File: src/rtl/ps2_ctrl_pkg.sv
// Shared types and constants for the PS/2 set-2 keyboard sequencing controller.
// Build option: PS2_TYPEMATIC_FILTER_EN (auto-repeat filtering, see ps2_kbd_ctrl.sv).
package ps2_ctrl_pkg;

    typedef enum logic [1:0] {
        ST_IDLE    = 2'd0,
        ST_EXT     = 2'd1,
        ST_BRK     = 2'd2,
        ST_EXT_BRK = 2'd3
    } state_t;

    localparam logic [7:0] PS2_PFX_EXT = 8'hE0;
    localparam logic [7:0] PS2_PFX_BRK = 8'hF0;
    localparam logic [7:0] SEG_BLANK   = 8'hFF;

    // Active-low segments {dp, g, f, e, d, c, b, a}; decimal point kept dark.
    function automatic logic [7:0] hex_to_seg(input logic [3:0] v);
        logic [7:0] s;
        case (v)
            4'h0: s = 8'hC0;
            4'h1: s = 8'hF9;
            4'h2: s = 8'hA4;
            4'h3: s = 8'hB0;
            4'h4: s = 8'h99;
            4'h5: s = 8'h92;
            4'h6: s = 8'h82;
            4'h7: s = 8'hF8;
            4'h8: s = 8'h80;
            4'h9: s = 8'h90;
            4'hA: s = 8'h88;
            4'hB: s = 8'h83;
            4'hC: s = 8'hC6;
            4'hD: s = 8'hA1;
            4'hE: s = 8'h86;
            default: s = 8'h8E;
        endcase
        return s;
    endfunction

endpackage

File: src/rtl/hex7seg.sv
// Single hex digit to active-low 7-segment pattern (DP off). Purely combinational.
module hex7seg
    import ps2_ctrl_pkg::*;
(
    input  logic [3:0] nibble,
    output logic [7:0] seg
);

    assign seg = hex_to_seg(nibble);

endmodule

File: src/rtl/ps2_kbd_ctrl.sv
// PS/2 set-2 scan-code sequencer: prefix FSM, held-key tracking, press counter, 4-digit display.
// Build option: define PS2_TYPEMATIC_FILTER_EN to stop auto-repeat makes from being counted.
module ps2_kbd_ctrl
    import ps2_ctrl_pkg::*;
#(
    parameter int TIMEOUT_CYCLES = 1000000,
    parameter int CNT_W          = 8
) (
    input  logic             clk,
    input  logic             rst,
    input  logic             in_valid,
    input  logic [7:0]       in_data,
    output logic             in_ready,
    output logic             key_down,
    output logic [7:0]       cur_code,
    output logic             cur_ext,
    output logic [CNT_W-1:0] press_cnt,
    output logic             make_pulse,
    output logic             break_pulse,
    output logic             proto_err,
    output logic [7:0]       seg_code_lo,
    output logic [7:0]       seg_code_hi,
    output logic [7:0]       seg_cnt_lo,
    output logic [7:0]       seg_cnt_hi
);

    localparam int TO_W = (TIMEOUT_CYCLES > 1) ? $clog2(TIMEOUT_CYCLES) : 1;
    localparam logic [TO_W-1:0] TO_LAST = TO_W'(TIMEOUT_CYCLES - 1);

    state_t             state_reg, state_next;
    logic [TO_W-1:0]    to_cnt_reg, to_cnt_next;
    logic               in_ready_reg;
    logic               key_down_reg, key_down_next;
    logic [7:0]         code_reg, code_next;
    logic               ext_reg, ext_next;
    logic [CNT_W-1:0]   cnt_reg, cnt_next;
    logic               make_reg, make_next;
    logic               break_reg, break_next;
    logic               err_reg, err_next;

    logic               accept;
    logic               do_make, do_break, ev_ext, held_match, count_make;

    assign accept = in_valid && in_ready_reg;

    always_comb begin
        state_next    = state_reg;
        to_cnt_next   = to_cnt_reg;
        key_down_next = key_down_reg;
        code_next     = code_reg;
        ext_next      = ext_reg;
        cnt_next      = cnt_reg;
        make_next     = 1'b0;
        break_next    = 1'b0;
        err_next      = 1'b0;
        do_make       = 1'b0;
        do_break      = 1'b0;
        ev_ext        = 1'b0;

        if (accept) begin
            // A byte landing on the timeout edge wins over the timeout.
            to_cnt_next = '0;
            case (state_reg)
                ST_IDLE: begin
                    if (in_data == PS2_PFX_EXT)      state_next = ST_EXT;
                    else if (in_data == PS2_PFX_BRK) state_next = ST_BRK;
                    else                             do_make    = 1'b1;
                end
                ST_EXT: begin
                    if (in_data == PS2_PFX_BRK)      state_next = ST_EXT_BRK;
                    else if (in_data == PS2_PFX_EXT) err_next   = 1'b1;
                    else begin
                        do_make    = 1'b1;
                        ev_ext     = 1'b1;
                        state_next = ST_IDLE;
                    end
                end
                default: begin
                    state_next = ST_IDLE;
                    if (in_data == PS2_PFX_EXT || in_data == PS2_PFX_BRK) begin
                        err_next = 1'b1;
                    end else begin
                        do_break = 1'b1;
                        ev_ext   = (state_reg == ST_EXT_BRK);
                    end
                end
            endcase
        end else if (state_reg != ST_IDLE) begin
            if (to_cnt_reg == TO_LAST) begin
                state_next  = ST_IDLE;
                err_next    = 1'b1;
                to_cnt_next = '0;
            end else begin
                to_cnt_next = to_cnt_reg + 1'b1;
            end
        end

        held_match = key_down_reg && (in_data == code_reg) && (ev_ext == ext_reg);
`ifdef PS2_TYPEMATIC_FILTER_EN
        count_make = !held_match;
`else
        count_make = 1'b1;
`endif

        if (do_make) begin
            code_next     = in_data;
            ext_next      = ev_ext;
            key_down_next = 1'b1;
            if (count_make) begin
                cnt_next  = cnt_reg + 1'b1;
                make_next = 1'b1;
            end
        end

        // Releases of anything but the held key are dropped without a trace.
        if (do_break && held_match) begin
            key_down_next = 1'b0;
            break_next    = 1'b1;
        end
    end

    always_ff @(posedge clk or negedge rst) begin
        if (!rst) begin
            state_reg    <= ST_IDLE;
            to_cnt_reg   <= '0;
            in_ready_reg <= 1'b0;
            key_down_reg <= 1'b0;
            code_reg     <= 8'h00;
            ext_reg      <= 1'b0;
            cnt_reg      <= '0;
            make_reg     <= 1'b0;
            break_reg    <= 1'b0;
            err_reg      <= 1'b0;
        end else begin
            state_reg    <= state_next;
            to_cnt_reg   <= to_cnt_next;
            in_ready_reg <= 1'b1;
            key_down_reg <= key_down_next;
            code_reg     <= code_next;
            ext_reg      <= ext_next;
            cnt_reg      <= cnt_next;
            make_reg     <= make_next;
            break_reg    <= break_next;
            err_reg      <= err_next;
        end
    end

    assign in_ready    = in_ready_reg;
    assign key_down    = key_down_reg;
    assign cur_code    = code_reg;
    assign cur_ext     = ext_reg;
    assign press_cnt   = cnt_reg;
    assign make_pulse  = make_reg;
    assign break_pulse = break_reg;
    assign proto_err   = err_reg;

    // Digit order: 0 = code lo, 1 = code hi, 2 = count lo, 3 = count hi.
    logic [7:0]      cnt_disp;
    logic [3:0][3:0] nib;
    logic [3:0][7:0] seg_raw;

    assign cnt_disp = 8'(cnt_reg);
    assign nib      = {cnt_disp[7:4], cnt_disp[3:0], code_reg[7:4], code_reg[3:0]};

    generate
        for (genvar gi = 0; gi < 4; gi++) begin : g_digit
            hex7seg u_hex7seg (
                .nibble (nib[gi]),
                .seg    (seg_raw[gi])
            );
        end
    endgenerate

    assign seg_code_lo = key_down_reg ? seg_raw[0] : SEG_BLANK;
    assign seg_code_hi = key_down_reg ? seg_raw[1] : SEG_BLANK;
    assign seg_cnt_lo  = seg_raw[2];
    assign seg_cnt_hi  = seg_raw[3];

endmodule

File: config.mk
export PLATFORM = sky130hd
export DESIGN_NAME = ps2_kbd_ctrl
export DESIGN_NICKNAME = d
export VERILOG_FILES = /design/src/rtl/ps2_ctrl_pkg.sv /design/src/rtl/hex7seg.sv /design/src/rtl/ps2_kbd_ctrl.sv
export SDC_FILE = /design/constraint.sdc
export NUM_CORES = 1
export LEC_CHECK = 0
export ABC_AREA = 0
export CORE_MARGIN = 10
export CORE_UTILIZATION = 45
export DETAILED_ROUTE_END_ITERATION = 6
export DONT_BUFFER_PORTS = 1
export PLACE_DENSITY = 0.67
export RECOVER_POWER = 25
export SYNTH_ARGS = -nofsm -noshare
export SYNTH_HDL_FRONTEND = slang
export SYNTH_SLANG_ARGS = --single-unit
File: constraint.sdc
create_clock -name clk -period 3.6 [get_ports clk]
set_clock_uncertainty 0.2 [all_clocks]
set_input_delay 0.72 -clock clk [delete_from_list [all_inputs] [get_ports clk]]
set_output_delay 0.72 -clock clk [all_outputs]
set_load 0.1 [all_outputs]
==> results of run 1 <==
[cells by family after synthesis]
family / share of synthesized area (%)
simple gates: 20.67
compound gates: 11.59
flops: 34.46
buf+inv: 6.226
xor+xnor: 8.496
fa+ha+maj: 9.789
mux: 8.653
other cells: 0.1174
[area by class of cell]
| class | count | area [sq um] |
|---|---|---|
| clock buffers | 6 | 82.58 |
| clock inverters | 2 | 38.79 |
| fillers | 611 | 2995 |
| inverters | 21 | 78.83 |
| multi-input cells | 270 | 1996 |
| flip-flops and latches | 44 | 1121 |
| well taps | 96 | 120.1 |
| repair buffers | 41 | 399.1 |
[power by group]
group | internal, uW | switching (uW) | leakage [uW] | total (uW)
clock network | 227 | 166 | 0.0000614 | 393
registers | 540 | 176 | 0.000574 | 717
logic | 502 | 1600 | 0.00105 | 2110
total | 1270 | 1950 | 0.00169 | 3220
[stage by stage]
stage	utilization (%)	instance area, sq um	setup WS, ns
floorplan	-	3307	0.01875
global placement	54.32	3711	0.5865
CTS	56.50	3860	0.1905
detailed placement	54.32	3711	0.5244
finish	56.15	3836	0.2004
global route	56.15	3836	0.1146
[routing by layer]
metal	part of all wire, %	GRT usage, %	up-vias
met2	49	21.93	59
met3	5.9	3.965	5
li1	-	-	1275
met5	0	0	-
met1	45	17.23	1236
met4	0.50	3.579	0
[path summary, 6_finish.rpt]
check	depth (start not counted)	from	end	slack, ns
worst min-delay path	2	to_cnt_reg[1]	to_cnt_reg[1]	0.33
worst min register to register	2	to_cnt_reg[1]	to_cnt_reg[1]	0.33
min in group asynchronous	1	rst	to_cnt_reg[7]	0.90
worst max register to register	7	in_ready	to_cnt_reg[19]	1.26
worst max-delay path	5	cur_code[5]	seg_code_hi[3]	0.20
max in group asynchronous	1	rst	cur_code[3]	0.70
[critical path, delay by kind of cell (launching register included)]
kind / cells / cell delay [ns]
buffers and inverters: 2 / 0.23
adders and majority gates: 1 / 0.34
muxes: 1 / 0.44
DFF: 1 / 0.66
and+or+nand+nor: 1 / 0.52
[timing repair]
action | CTS | global route
endpoints found under the hold margin | 44 | 0
hold buffers | 1 | 0
endpoints found under the setup margin | 0 | 0
gates resized for setup | 0 | 0
setup buffers | 0 | 0
[cells in the final DEF (no fill, tap or decap), drive strengths merged, types with 3 or more instances in the layout]
cell type / instances
nand2: 35
a21oi: 8
mux2i: 13
dfrtp: 44
ha: 25
nand4: 10
nand4b: 3
a31oi: 5
nor2: 39
conb: 5
nand2b: 3
inv: 21
clkbuf: 11
mux2: 5
and3: 4
nor4: 5
and2: 3
o21ai: 23
mux4: 4
nor3: 4
o211ai: 6
xor2: 14
buf: 36
xnor2: 17
nand3: 15
==> flow_metrics.tcl, run 1 <==
set metrics [dict create \
    flow.area_growth_from_synthesis_pct 20.05 \
    synthDistinctLibCells 52 \
    grt_pass1_vias 2513 \
    critical_path_arrival_ns 2.48 \
    maxCapViolations 1 \
    yosys.area.top_type_share_pct 34.46 \
    synth_most_common_cell "dfrtp_1" \
    async_reset_ff_share_pct 100.0 \
    maxSlewViolCount 45 \
    setup-tns-final_ns 0 \
    worst_skew_pair_latency_ns 0.29 \
    detailed_place_hpwl_mm 5.522 \
    outcome "finished with violations" \
    grt_overflow 0 \
    postSynthAreaPerCell_sq_um 9.053 \
    timing_worst_setup_path_type "flop to output port" \
    antenna-diode-count 0 \
    static-leakage-power_uw 0.001690 \
    rows 30 \
    timing.critical_path.from_type "flop" \
    via_per_inst 5.365 \
    htree_num_levels 2 \
    global_route_wire_length_before_repair_mm 12.72 \
    synthesis.area_sq_um 3196 \
    tritoncts "done" \
    max_freq_mhz 294.2 \
    coreArea_sq_um 6832 \
    cpMaxStageDelayCell "dfrtp_4" \
    crit_path_end_kind "output port" \
    wp_data_required_ns 2.68 \
    maxSlewHeadroom_pct -51.87 \
    final.period_utilization_pct 94.43 \
    tightest_slew_ns 2.278 \
    crit_path_max_fanout 7 \
    post_route_cells_drive_above_1_share_pct 23.44 \
    drtAntennaViolNets 0 \
    violations "capacitance limit, slew limit" \
    path_clk_slew_ns 0.08 \
    path_common_cell "inv_1" \
    timing.final.crit_period_ns 3.400 \
    final_nets 419 \
    yosys_most_used_dff "dfrtp_1" \
    synth_top_cells_by_count "dfrtp_1, nor2_1, nand2_1, ha_1, o21ai_0" \
    largest_net_degree_at_the_start_of_global_routing 45 \
    final_hold_viol_count 0 \
    worst_path_largest_cell_delay_ns 0.66 \
    design.die.area_sq_um 10870 \
    cts-root-to-sink-buffers 2 \
    via_count 2575 \
    yosysSeqAreaShare_pct 34.46 \
    holdCritPathClass "flop to flop" \
    crit_path_cell_trace "inv_1 -> ha_1 -> inv_1 -> mux4_2 -> or2_2" \
    dr.first_iter.drc_count 109 \
    ys_seq_elements 44 \
    yosys.area.top_type "dfrtp_1" \
    clock_tree.root_cell "clkbuf_8" \
    number_of_flops_mapped_to_enable_cells_by_yosys 0 \
    die_w_um 104.3 \
    wl_per_cell_um 15.48 \
    cellPowerDensity_nw_per_um2 838.2 \
    num_io_pins 65 \
    yosys_warnings 0 \
    report.power.total_uw 3215 \
    cts_buffers 5 \
    start_util_pct 46.78 \
    ranking_of_synthesized_cells_by_area "dfrtp_1, ha_1, xnor2_1" \
    hold_ws_ns 0.3304 \
    grt_use_total_pct 13.59 \
    clkSinkCount 44 \
    finalWeightedCongestion 0.8941 \
    synth_cells 353 \
    dieHeight_um 104.3 \
    placement.io_buffers 0 \
    placedCellCount 471 \
    drt-total-wl_mm 7.431 \
    antenna_found_initial 0 \
    rsz0062_at_grt "false" \
    max_vdd_drop_v 0.0005015 \
    post-route-drc-count 0 \
    largest_register_ffs 20 \
    setup-violations-final 0 \
    detailedRoute.firstPassIterationCount 4 \
    final_standard_cell_count_with_taps_included_and_fillers_excluded 480 \
]
No activity file was read; power rests on OpenSTA's default activity.
==> inputs of run 2 (changes only) <==
Clock period 3.6 ns to 4.33 ns, I/O delays scaled along.
==> run 2 against run 1 <==
  * The run now ends clean
  * Critical path depth increased by 1
  * Clock power is 16% lower
  * Design area is 1.4% lower
  * Routed wire length is essentially flat
  * Sequential share of layout area decreased by 0.10 points
  * Worst setup slack better by 0.52 ns
  * Register-to-register slack gained 0.18 ns
  * Cell count decreased by 0.21%
  * Critical path type unchanged
  * Largest power group unchanged
==> flow_metrics.tcl, run 2 (synthesized netlist as in run 1, its figures left out) <==
set metrics [dict create \
    rows 30 \
    cts-root-to-sink-buffers 2 \
    cpMaxStageDelayCell "or2_2" \
    timing_worst_setup_path_type "flop to output port" \
    crit_path_max_fanout 7 \
    cts_buffers 5 \
    layout.cells.most_common "dfrtp_1" \
    grt_most_used_layer "met2" \
    timing.critical_path.from_type "flop" \
    global_route_wire_length_before_repair_mm 12.33 \
    setup-tns-final_ns 0 \
    final_standard_cell_count_with_taps_included_and_fillers_excluded 479 \
    max_vdd_drop_v 0.0003561 \
    path_clk_slew_ns 0.09 \
    start_util_pct 46.78 \
    tritoncts "done" \
    grt_overflow 0 \
    final_critical_path_setup_slack_ns 0.7168 \
    via_per_inst 5.380 \
    hold_ws_ns 0.04696 \
    tightest_slew_ns 0.9964 \
    drt-total-wl_mm 7.428 \
    largest_register_ffs 20 \
    path_common_cell "inv_1" \
    wp_data_required_ns 3.26 \
    max_freq_mhz 276.8 \
    coreArea_sq_um 6832 \
    timing.reg2reg.worst_path_depth 4 \
    reg2reg_to "cur_code[3]" \
    worst_path_largest_cell_delay_ns 0.52 \
    holdCritPathClass "primary input to async pin" \
    dr.first_iter.drc_count 120 \
    fillers 634 \
    via_count 2577 \
    clock_tree.root_cell "clkbuf_8" \
    dieHeight_um 104.3 \
    crit_path_end_kind "output port" \
    placement.io_buffers 0 \
    globalRouteMet2Util_pct 21.49 \
    maxSlewHeadroom_pct 33.56 \
    flow.area_growth_from_synthesis_pct 18.32 \
    antenna-diode-count 0 \
    maxCapViolations 0 \
    top_library_cells_by_usage_in_the_layout_fill_and_taps_aside "dfrtp_1, nor2_1, buf_4" \
    cts_hold_repair.buffers 0 \
    outcome "finished, final reports clean" \
    grt_pass1_vias 2474 \
    place_ws_ns 1.041 \
    cts_resized 0 \
    final_hold_viol_count 0 \
    antenna_found_initial 0 \
    global_route.usage.met1_pct 16.35 \
    wl_per_cell_um 15.51 \
    cellPowerDensity_nw_per_um2 695.6 \
    final.period_utilization_pct 83.45 \
    clkSinkCount 44 \
    rsz0062_at_grt "false" \
    reg2reg_slack_ns 1.44 \
    die_w_um 104.3 \
    postCtsSetupRepairBufs 0 \
    num_io_pins 65 \
    placedCellCount 471 \
    post_route_cells_drive_above_1_share_pct 21.41 \
    detailed_place_hpwl_mm 5.665 \
    critical_path_arrival_ns 2.55 \
    grt_util_met3_pct 4.213 \
    post-route-drc-count 0 \
    worst_skew_pair_latency_ns 0.30 \
    static-leakage-power_uw 0.001684 \
    grt_use_total_pct 13.17 \
    final_nets 418 \
    timing.critical_path.from "cur_code[4]" \
    drtAntennaViolNets 0 \
    finalWeightedCongestion 0.8670 \
    design.die.area_sq_um 10870 \
    maxSlewViolCount 0 \
    worst_setup_path_endpoint "seg_code_hi[3]" \
    detailedRoute.firstPassIterationCount 4 \
    setup-violations-final 0 \
    r2r-start "in_ready" \
    htree_num_levels 2 \
    largest_net_degree_at_the_start_of_global_routing 45 \
    timing.final.crit_period_ns 3.613 \
    crit_path_cell_trace "buf_4 -> inv_1 -> ha_1 -> inv_1 -> mux4_2 -> or2_2" \
]
## run 2: cell count changes in the layout (fill, tap and decap cells not counted), moves of 2 or more
cell,before,now
dfrtp_4,4,0
dfrtp_1,36,44
buf_4,34,36
buf_12,2,0
dfrtp_2,4,0
## run 2: critical path, delay by kind of cell (launching register included)
family                   cells  cell delay [ns]
multiplexers                 1             0.44
AND/OR/NAND/NOR              1             0.52
flip-flops                   1             0.37
buffers and inverters        3             0.57
adder cells (fa/ha/maj)      1             0.35
## run 2: through the flow
stage / instance area, sq um / total power [uW] / utilization (%)
2_1_floorplan: 3226 / 1967 / -
3_3_place_gp: 3666 / 2298 / 53.66
3_5_place_dp: 3666 / 2314 / 53.66
4_1_cts: 3781 / 2644 / 55.35
5_1_grt: 3781 / 2731 / 55.35
6_report: 3781 / 2630 / 55.35
## run 2: layout make-up
type                    instances  area (sq um)  area share [%]
multi-input cells             270          1996           52.78
flip-flops and latches         44          1101           29.12
repair buffers                 40         370.4           9.795
well taps                      96         120.1           3.177
inverters                      21         78.83           2.085
clock buffers                   5         68.82           1.820
clock inverters                 3         46.29           1.224
## run 2: worst min path at each step
stage,startpoint,endpoint,slack (ns),depth (start not counted)
after floorplan,to_cnt_reg[1],to_cnt_reg[1],0.28,2
after global placement,to_cnt_reg[1],to_cnt_reg[1],0.30,2
after detailed placement,to_cnt_reg[1],to_cnt_reg[1],0.31,2
after CTS,rst,proto_err,0.04,0
after global routing,rst,to_cnt_reg[15],0.03,0
final,rst,to_cnt_reg[19],0.05,0
## run 2: metal layers
metal	share of wire, %	vias up
met1	43	1243
met5	0	-
met3	7.0	6
li1	-	1264
met4	0.71	0
met2	49	64
## run 2: power breakdown
part           total (uW)  switching (uW)  internal [uW]
sequential            513            67.1            445
combinational        1790            1400            388
clock                 331             157            174
==> inputs of run 3 (changes only) <==
Clock period 4.33 ns to 3.4 ns, I/O delays scaled along.
==> run 3 against run 2 <==
  * Design area increased by 5.3%
  * Flip-flop and latch count unchanged
  * Via count about the same
  * First-iteration DRC count increased by 0.83%
  * Worst setup slack got worse by 0.57 ns
  * Global-route usage decreased by 0.10 points
  * Critical endpoint is now seg_code_lo[3]
  * Highest routed layer unchanged
  * Cell count decreased by 0.21%
  * Sequential power increased by 57%
  * Total power increased by 35%
  * Clock power increased by 21%
  * Die area unchanged
==> flow_metrics.tcl, run 3 (synthesized netlist as in run 1, its figures left out) <==
set metrics [dict create \
    outcome "finished, final reports clean" \
    timing.critical_path.from_type "flop" \
    final_critical_path_setup_slack_ns 0.1438 \
    finalWeightedCongestion 0.8543 \
    hold_ws_ns 0.01405 \
    path_depth 5 \
    max_vdd_drop_v 0.0007855 \
    antenna-diode-count 0 \
    placement.cell_area_sq_um 3850 \
    wp_data_required_ns 2.52 \
    holdCritPathClass "primary input to async pin" \
    cts_resized 0 \
    grt_overflow 0 \
    post_route_cells_drive_above_1_share_pct 25.13 \
    drtAntennaViolNets 0 \
    place_ws_ns 0.4687 \
    drt-total-wl_mm 7.253 \
    cts_buffers 5 \
    worst_path_largest_cell_delay_ns 0.67 \
    rows 30 \
    placedCellCount 469 \
    via_count 2575 \
    layout.cells.most_common "nor2_1" \
    clkSinkCount 44 \
    tightest_slew_ns 0.9180 \
    antenna_found_initial 0 \
    detailedRoute.firstPassIterationCount 4 \
    rsz0062_at_grt "false" \
    final.period_utilization_pct 95.77 \
    maxCapViolations 0 \
    design.die.area_sq_um 10870 \
    placement.io_buffers 0 \
    cellPowerDensity_nw_per_um2 892.0 \
    post-route-drc-count 0 \
    critical_path.n_buffers_inverters 2 \
    cts_hold_repair.buffers 1 \
    maxSlewHeadroom_pct 38.84 \
    maxSlewViolCount 0 \
    path_clk_slew_ns 0.09 \
    start_util_pct 46.78 \
    postCtsSetupRepairBufs 0 \
    critical_path_arrival_ns 2.38 \
    stdcell_area_sq_um 3981 \
    grt_pass1_vias 2473 \
    timing_worst_setup_path_type "flop to output port" \
    dieHeight_um 104.3 \
    htree_num_levels 2 \
    coreArea_sq_um 6832 \
    via_per_inst 5.387 \
    worst_skew_pair_latency_ns 0.30 \
    detailed_place_hpwl_mm 5.550 \
    fillers 592 \
    crit_path_end_kind "output port" \
    crit_path_cell_trace "inv_4 -> ha_1 -> inv_1 -> mux4_2 -> or2_2" \
    grt_use_total_pct 13.07 \
    path_delay_family "flip-flops" \
    tritoncts "done" \
    timing.final.crit_period_ns 3.256 \
    final_nets 417 \
    crit_path_max_fanout 7 \
    dr.first_iter.drc_count 121 \
    clock_tree.root_cell "clkbuf_8" \
    largest_net_degree_at_the_start_of_global_routing 45 \
    timing.reg2reg.worst_path_depth 5 \
    final_standard_cell_count_with_taps_included_and_fillers_excluded 478 \
    final_hold_viol_count 0 \
    top_library_cells_by_usage_in_the_layout_fill_and_taps_aside "nor2_1, dfrtp_1, nand2_1" \
    wl_per_cell_um 15.17 \
    global_route_wire_length_before_repair_mm 12.21 \
    num_io_pins 65 \
    cpMaxStageDelayCell "dfrtp_4" \
    static-leakage-power_uw 0.001720 \
    cts-root-to-sink-buffers 2 \
    die_w_um 104.3 \
    setup-violations-final 0 \
    max_freq_mhz 307.1 \
    largest_register_ffs 20 \
    flow.area_growth_from_synthesis_pct 24.59 \
]
[run 3: changes by cell type in the layout (fill, tap and decap cells not counted), sizes merged]
cell,delta
clkinv,+1
buf,-1
inv,-1
[run 3: area by class of cell]
cell class / count / area (sq um) / share of cell area, %
Multi-Input combinational cell: 270 / 2059 / 51.73
Sequential cell: 44 / 1131 / 28.41
Timing Repair Buffer: 39 / 475.5 / 11.94
Tap cell: 96 / 120.1 / 3.017
Inverter: 21 / 83.83 / 2.106
Clock buffer: 5 / 68.82 / 1.728
Clock inverter: 3 / 42.54 / 1.069
[run 3: layer usage]
| metal | vias to the layer above | track usage (%) | share of wire (%) | routed length, um |
|---|---|---|---|---|
| met2 | 65 | 20.73 | 47 | 3423 |
| met5 | - | 0 | 0 | 0 |
| met1 | 1239 | 16.78 | 47 | 3374 |
| li1 | 1267 | - | - | - |
| met4 | 0 | 2.386 | 0.43 | 31 |
| met3 | 4 | 4.585 | 5.8 | 424 |
[run 3: power breakdown]
part	leakage [uW]	switching [uW]	internal, uW
logic	0.00109	1680	663
registers	0.000574	230	575
clock network	0.0000541	183	217
[run 3: path summary, 6_finish.rpt]
path | to | slack [ns] | startpoint
max | seg_code_lo[3] | 0.14 | cur_code[1]
min | cur_code[0] | 0.01 | rst
max reg2reg | to_cnt_reg[10] | 1.10 | to_cnt_reg[15]
min reg2reg | to_cnt_reg[0] | 0.35 | to_cnt_reg[0]
max in group asynchronous | cur_code[7] | 2.75 | rst
min in group clk | cur_code[6] | 0.29 | in_data[6]
[run 3: per-stage QoR]
| stage | total power, uW | utilization [%] | TNS [ns] |
|---|---|---|---|
| after CTS | 3580 | 58.28 | 0 |
| final | 3551 | 58.28 | 0 |
| after detailed placement | 3170 | 56.36 | 0 |
| after floorplan | 2601 | - | -0.07734 |
| after global placement | 3154 | 56.36 | 0 |
| after global routing | 3704 | 58.28 | 0 |
